$ cat config.mk
export PLATFORM = sky130hd
export DESIGN_NAME = execute_cycle
export DESIGN_NICKNAME = d
export VERILOG_FILES = /design/src/rtl/execute_cycle_pkg.sv /design/src/rtl/execute_cycle_seq_divider.sv /design/src/rtl/execute_cycle.sv
export SDC_FILE = /design/constraint.sdc
export NUM_CORES = 2
export LEC_CHECK = 0
export CAP_MARGIN = 20
export CORE_MARGIN = 2
export CORE_UTILIZATION = 30
export CTS_BUF_LIST = sky130_fd_sc_hd__clkbuf_16
export CTS_CLUSTER_DIAMETER = 200
export CTS_CLUSTER_SIZE = 40
export DETAILED_ROUTE_END_ITERATION = 16
export HOLD_SLACK_MARGIN = 0.1
export PLACE_DENSITY = 0.59
export SYNTH_ARGS = -nofsm -noshare
export SYNTH_HDL_FRONTEND = slang
export SYNTH_SLANG_ARGS = --single-unit
$ cat constraint.sdc
create_clock -name clk -period 103.1 [get_ports clk]
set_clock_uncertainty 0.2 [all_clocks]
set_input_delay 25.775 -clock clk [delete_from_list [all_inputs] [get_ports clk]]
set_output_delay 25.775 -clock clk [all_outputs]
set_load 0.05 [all_outputs]
$ cat src/rtl/execute_cycle_pkg.sv
// execute_cycle_pkg: ALU op codes, NOP encoding, flag bit indices, divider states, E-M buffer type, signed div/mod helper
package execute_cycle_pkg;
  localparam logic [4:0] ALU_ADD = 5'd0, ALU_SUB = 5'd1, ALU_MUL = 5'd2, ALU_DIV = 5'd3, ALU_MOD = 5'd4,
                         ALU_CMP = 5'd5, ALU_AND = 5'd6, ALU_OR = 5'd7, ALU_NOT = 5'd8, ALU_MOV = 5'd9,
                         ALU_LSL = 5'd10, ALU_LSR = 5'd11, ALU_ASR = 5'd12;
  localparam logic [31:0] NOP = 32'h6800_0000;
  localparam int FLAG_EQ = 0, FLAG_GT = 1;
  localparam logic [3:0] RA_REG = 4'd15;
  typedef enum logic [1:0] {DIV_IDLE, DIV_BUSY, DIV_DONE} div_state_e;
  typedef struct packed {
    logic [31:0] pc;
    logic [31:0] alu_result;
    logic [31:0] op2;
    logic [31:0] instruction;
    logic        is_st;
    logic        is_ld;
    logic        is_wb;
    logic        is_call;
    logic [3:0]  rd;
  } em_t;
  localparam em_t EM_BUBBLE = '{pc: '0, alu_result: '0, op2: '0, instruction: NOP,
                                is_st: 1'b0, is_ld: 1'b0, is_wb: 1'b0, is_call: 1'b0, rd: '0};
  // {quotient, remainder}; magnitudes divided unsigned so -2^31 / -1 wraps instead of overflowing
  function automatic logic [63:0] sdivmod(input logic [31:0] a, input logic [31:0] b);
    logic [31:0] ma, mb, q, r;
    ma = a[31] ? -a : a;
    mb = b[31] ? -b : b;
    if (b == '0) return {32'hFFFF_FFFF, a};
    q = ma / mb;
    r = ma % mb;
    return {(a[31] ^ b[31]) ? -q : q, a[31] ? -r : r};
  endfunction
endpackage

$ cat src/rtl/execute_cycle_seq_divider.sv
// seq_divider: signed restoring divider, one quotient bit per BUSY cycle
//   in : clk, rst, start (IDLE only), abort (to IDLE), dividend, divisor
//   out: busy, done, quotient, remainder (valid in DONE; divisor 0 gives all-ones / dividend)
module seq_divider
  import execute_cycle_pkg::*;
(
  input  logic        clk,
  input  logic        rst,
  input  logic        start,
  input  logic        abort,
  input  logic [31:0] dividend,
  input  logic [31:0] divisor,
  output logic        busy,
  output logic        done,
  output logic [31:0] quotient,
  output logic [31:0] remainder
);
  div_state_e state_q;
  logic [4:0] cnt_q;
  logic [31:0] rem_q, quo_q, dvs_q, dvd_q;
  logic [1:0] sgn_q;
  logic [32:0] shl;
  logic fits;
  assign shl = {rem_q, quo_q[31]};
  assign fits = shl >= {1'b0, dvs_q};
  always_ff @(posedge clk) begin
    if (rst || abort) begin
      state_q <= DIV_IDLE;
      cnt_q <= '0;
    end else begin
      case (state_q)
        DIV_IDLE: if (start) begin
          state_q <= DIV_BUSY;
          cnt_q <= 5'd31;
          rem_q <= '0;
          quo_q <= dividend[31] ? -dividend : dividend;
          dvs_q <= divisor[31] ? -divisor : divisor;
          dvd_q <= dividend;
          sgn_q <= {dividend[31] ^ divisor[31], dividend[31]};
        end
        DIV_BUSY: begin
          rem_q <= fits ? 32'(shl - {1'b0, dvs_q}) : shl[31:0];
          quo_q <= {quo_q[30:0], fits};
          cnt_q <= cnt_q - 5'd1;
          if (cnt_q == '0) state_q <= DIV_DONE;
        end
        default: state_q <= DIV_IDLE;
      endcase
    end
  end
  assign busy = state_q == DIV_BUSY;
  assign done = state_q == DIV_DONE;
  assign quotient = dvs_q == '0 ? '1 : sgn_q[1] ? -quo_q : quo_q;
  assign remainder = dvs_q == '0 ? dvd_q : sgn_q[0] ? -rem_q : rem_q;
endmodule

$ cat src/rtl/execute_cycle.sv
// execute_cycle: pipeline E stage -- ALU, {gt,eq} flags, branch resolve, E-M buffer
//   in : clk, rst, interrupt, D-E buffer operands/flags, alusignals_E, RD_E, flags_restore
//   out: isbranch_taken_E, branch_pc_E, stall_E, flags_E, E-M buffer (*_M)
//   EXEC_MULTICYCLE_DIV_EN: div/mod run on seq_divider and stall the pipe; otherwise single-cycle
module execute_cycle
  import execute_cycle_pkg::*;
(
  input  logic        clk,
  input  logic        rst,
  input  logic        interrupt,
  input  logic [31:0] pc_E,
  input  logic [31:0] branch_target_E,
  input  logic [31:0] a_E,
  input  logic [31:0] b_E,
  input  logic [31:0] rd2_E,
  input  logic [31:0] instruction_E,
  input  logic        isRet_E,
  input  logic        isSt_E,
  input  logic        isWb_E,
  input  logic        isBeq_E,
  input  logic        isBgt_E,
  input  logic        isUbranch_E,
  input  logic        isLd_E,
  input  logic        isCall_E,
  input  logic        isIret_E,
  input  logic [4:0]  alusignals_E,
  input  logic [3:0]  RD_E,
  input  logic [1:0]  flags_restore,
  output logic        isbranch_taken_E,
  output logic [31:0] branch_pc_E,
  output logic        stall_E,
  output logic [1:0]  flags_E,
  output logic [31:0] pc_M,
  output logic [31:0] alu_result_M,
  output logic [31:0] op2_M,
  output logic [31:0] instruction_M,
  output logic        isSt_M,
  output logic        isLd_M,
  output logic        isWb_M,
  output logic        isCall_M,
  output logic [3:0]  rd_M
);
  em_t em_d, em_q;
  logic [1:0] flags_d, flags_q, cmp_flags;
  logic [31:0] alu_r, quo, rem;
  logic is_div;
  assign is_div = alusignals_E == ALU_DIV || alusignals_E == ALU_MOD;
`ifdef EXEC_MULTICYCLE_DIV_EN
  logic div_busy, div_done;
  seq_divider u_div (
    .clk(clk), .rst(rst),
    .start(is_div && !div_busy && !div_done && !interrupt), .abort(interrupt),
    .dividend(a_E), .divisor(b_E),
    .busy(div_busy), .done(div_done), .quotient(quo), .remainder(rem)
  );
  // stalled from the cycle div/mod is presented in IDLE until the last BUSY cycle
  assign stall_E = div_busy || (is_div && !div_done);
`else
  assign {quo, rem} = sdivmod(a_E, b_E);
  assign stall_E = 1'b0;
`endif
  assign cmp_flags[FLAG_GT] = $signed(a_E) > $signed(b_E);
  assign cmp_flags[FLAG_EQ] = a_E == b_E;
  always_comb begin
    case (alusignals_E)
      ALU_ADD: alu_r = a_E + b_E;
      ALU_SUB: alu_r = a_E - b_E;
      ALU_MUL: alu_r = a_E * b_E;
      ALU_DIV: alu_r = quo;
      ALU_MOD: alu_r = rem;
      ALU_AND: alu_r = a_E & b_E;
      ALU_OR:  alu_r = a_E | b_E;
      ALU_NOT: alu_r = ~b_E;
      ALU_MOV: alu_r = b_E;
      ALU_LSL: alu_r = a_E << b_E[4:0];
      ALU_LSR: alu_r = a_E >> b_E[4:0];
      ALU_ASR: alu_r = $signed(a_E) >>> b_E[4:0];
      default: alu_r = '0;
    endcase
  end
  always_comb begin
    em_d = (interrupt || stall_E) ? EM_BUBBLE :
           em_t'{pc: pc_E, alu_result: isCall_E ? pc_E + 32'd4 : alu_r, op2: rd2_E,
                 instruction: instruction_E, is_st: isSt_E, is_ld: isLd_E, is_wb: isWb_E,
                 is_call: isCall_E, rd: isCall_E ? RA_REG : RD_E};
    flags_d = interrupt ? flags_q : isIret_E ? flags_restore :
              alusignals_E == ALU_CMP ? cmp_flags : flags_q;
  end
  always_ff @(posedge clk) begin
    if (rst) begin
      em_q <= EM_BUBBLE;
      flags_q <= '0;
    end else begin
      em_q <= em_d;
      flags_q <= flags_d;
    end
  end
  assign isbranch_taken_E = isUbranch_E | (isBeq_E & flags_q[FLAG_EQ]) | (isBgt_E & flags_q[FLAG_GT]);
  assign branch_pc_E = isRet_E ? a_E : branch_target_E;
  assign flags_E = flags_q;
  assign pc_M = em_q.pc;
  assign alu_result_M = em_q.alu_result;
  assign op2_M = em_q.op2;
  assign instruction_M = em_q.instruction;
  assign isSt_M = em_q.is_st;
  assign isLd_M = em_q.is_ld;
  assign isWb_M = em_q.is_wb;
  assign isCall_M = em_q.is_call;
  assign rd_M = em_q.rd;
endmodule
==> impl_results.md <==
- Synthesized cell area: roughly 64,000 sq um
- Synth Register Bits: between 100 and 150
- Final Hold Viols: 0
- Static leakage: just over 40 nW
- Final #Nets: around 13,000
- Met2 GRT Util: 0.561
- Share of post-route cells with drive strength above 1: 0.244
- H-tree depth: 4
- Met3 Track Usage GR: 0.0605
- Top FF cell, synth: dfxtp_1
- DIE HEIGHT: approximately 470 um
- Combinational family with the most area after synthesis: adder cells
- Finished Core Util: 0.416
- CP required: 103.18 ns
- Synth warn: 0
- R2R cell count: 2
- # IOs: 387
- Total GRT Usage: 0.363
- Placed insts: 13,900
- Hold path startpoint: flags_E[1]
- Status: finished clean
- Synthesized area per cell: between 7 and 8 sq um
- Post-synth EDFFs: 0
- Core area: between 200,000 and 250,000 sq um
- Final Max Slew Viols: 0
- Largest net degree at the start of global routing: around 100
- Max clock buf depth: 2
- Fmax: about 9.9 MHz
- Root Driver: clkbuf_16
- Pre-Repair DR Iteration Count: 6
- Min-delay worst type: reg -> reg
- CP max FO: 14
- Hold depth: 2
- GRT Residual Overflow: 0
- CTS tree: built
- Cells after synthesis: roughly 9,100
- Starting Density: 0.301
- Wirelength per Cell: ~29 um
- Via count: slightly above 80,000
- Initial antenna violation count: 26
- Syn nets: around 10,000
- Reg2reg end: flags_E[0]
- Busiest layer in global routing: met2
- Die X: 465 um
- R2R setup slack: 102.21 ns
- Synth area leader: ha_1
- Cell mode on critical path: buf_4
- Routed WL: 410,000 um
- RR Startpoint: flags_E[0]
- Cell Rows: 169
- Seq/Total Area, Yosys: 0.0433
- CP Class: in -> reg
- Slowest cell on the critical path: clkdlybuf4s50_1
- DP HPWL: 337,000 um
- Synth cell types: 117
- Synth top area share: 0.148
- CTS Sinks: about 140
- Setup TNS: 0 ns
- Rel. slew slack: 0.176
- Async SR Flop Fraction: 0
- RD Place Congestion: about 1.1
- Simple-Gate Fraction of Synth Area: 0.243
- DRC viols: 0
- Layout area overhead: 38.0%
- Met1 global-route usage: 0.475
- Multiplexer share of the synthesized area: 0.0331
- Max cap viols: 0
- Final Critical Period: just over 100 ns
- Clock-pin transition on the worst setup and hold timing paths: roughly 0.07 ns
- Final setup viols: 0
- Die Area: 216,000 sq um
- Vias in the first global route: a little under 80,000
- Worst Hold Slack: ~0.32 ns
- Total CTS buffers: 17
- Critical path arrival: between 100 and 150 ns
- Leading post-synthesis cells by cell area: ha_1 (15%), fa_1 (13%), nand2_1 (6.4%), xnor2_1 (5.8%), nor2_1 (5.8%)
- Via/cell ratio: slightly below 6
- Tightest Pin Transition: 1.23 ns
- DRT iter0 DRCs: around 9,500
- First-pass GRT wire length: ~570,000 um
- Hold Path Sink: flags_E[1]
- CP max stage delay: ~0.71 ns
- XOR/XNOR share of the synthesized area: 0.0853
- Pwr Density: between 30 and 40 nW/um^2
- Adder-Cell Fraction of Synth Area: 0.277
- Port Buffers: around 390
- Worst-skew pair later-pin latency: roughly 0.45 ns
- Worst IR drop on VDD: 0.000124 V
- Startpoint Class: input port
- Layout Cells excl Fill: about 14,000
- CP Capture Type: register
- Fin crit share: 0.975
- Synth Area in Compound Gates: 0.248
- Routed Antenna Nets: 0
==> logic make-up after synthesis <==
logic type,after synthesis
AOI/OAI and AO/OA,2420
xor gates and xnor gates,622
adders and majority gates,1166
buffers and inverters,1174
DFF,138
muxes,192
other,1
and+or+nand+nor,3346
==> cell usage in the layout (no fill, tap or decap), drive strengths merged, types with 67 or more instances in the layout <==
| cell | instances |
|---|---|
| buf | 2170 |
| and2 | 148 |
| o211ai | 92 |
| nand2b | 79 |
| inv | 715 |
| clkdlybuf4s50 | 357 |
| or3 | 99 |
| dfxtp | 138 |
| nor2 | 985 |
| xnor2 | 424 |
| ha | 755 |
| fa | 411 |
| o21ai | 507 |
| o21a | 122 |
| nand3 | 255 |
| nor3 | 231 |
| and3 | 68 |
| a211oi | 108 |
| a31oi | 113 |
| nand2 | 1094 |
| mux2 | 75 |
| a21oi | 664 |
| nand4 | 94 |
| or2 | 67 |
| o31ai | 76 |
| mux2i | 109 |
| xor2 | 198 |
| a21o | 175 |
==> critical path: cells and delay by family <==
kind / cells / cell delay [ns]
simple gates: 109 / 20.23
mux: 4 / 1.33
buf+inv: 65 / 11.35
fa+ha+maj: 32 / 9.36
xor+xnor: 1 / 0.20
compound gates: 154 / 32.17
==> how the worst max path moves through the flow <==
stage             from                to  slack [ns]  cells after the start
2_1_floorplan   b_E[0]  alu_result_M[30]        0.09                    369
3_3_place_gp   a_E[17]  alu_result_M[27]       -4.06                    346
3_5_place_dp   a_E[17]  alu_result_M[27]       -3.59                    343
4_1_cts        a_E[17]  alu_result_M[27]        0.05                    364
5_1_grt        a_E[17]  alu_result_M[27]       -0.40                    368
6_report       a_E[25]  alu_result_M[27]        2.58                    365
==> sequential cells by signal (all words and copies together) (netlist names) <==
signal / flops
isCall_M: 1
isLd_M: 1
isSt_M: 1
isWb_M: 1
op2_M: 32
instruction_M: 32
rd_M: 4
pc_M: 32
alu_result_M: 32
flags_E: 2
==> stage by stage <==
stage | area (sq um) | setup WS [ns] | total power (W)
2_1_floorplan | 64000 | 0.0854 | 0.00156
3_5_place_dp | 85500 | -3.59 | 0.00269
5_1_grt | 88000 | -0.401 | 0.00303
3_3_place_gp | 85500 | -4.06 | 0.00266
6_report | 88100 | 2.58 | 0.00285
4_1_cts | 86400 | 0.0484 | 0.00278
==> timing repair <==
action / CTS / global route
buffers inserted: 5 / 54
endpoints found under the hold margin: 0 / 0
hold buffers: 0 / 0
pin swaps: 3 / 65
cloned: 0 / 1
gates resized for setup: 63 / 279
setup endpoints to repair: 32 / 32
==> metal layers <==
metal  share of wire  vias to the layer above
met5         0.00044                        -
met4           0.073                       24
met3           0.092                     1177
met2            0.42                     4614
met1            0.41                    39600
li1                -                    36100
==> layout make-up <==
| type | count | area [sq um] |
|---|---|---|
| tap | 2821 | 3530 |
| inverter | 732 | 2750 |
| sequential | 138 | 2760 |
| fill | 22100 | 124000 |
| antenna | 11 | 27.5 |
| multi-input combinational | 7747 | 58300 |
| timing repair buffer | 2530 | 20100 |
| clock buffer | 17 | 425 |
| clock inverter | 15 | 176 |
==> synth_stat cells (175+ instances only) <==
cell type / n
nand3_1: 252
clkbuf_1: 318
a21oi_1: 659
o21ai_0: 477
xnor2_1: 424
inv_1: 707
xor2_1: 198
nor2_1: 984
ha_1: 755
nand2_1: 1091
fa_1: 411
a21o_1: 175
nor3_1: 228
==> power breakdown <==
group | switching [W] | internal, W | leakage [nW]
Clock | 0.0000260 | 0.0000380 | 0.285
Combinational | 0.00162 | 0.00111 | 40.2
Sequential | 0.00000108 | 0.0000558 | 1.13
Total | 0.00165 | 0.00120 | 41.6
No activity file was read; power rests on OpenSTA's default activity.
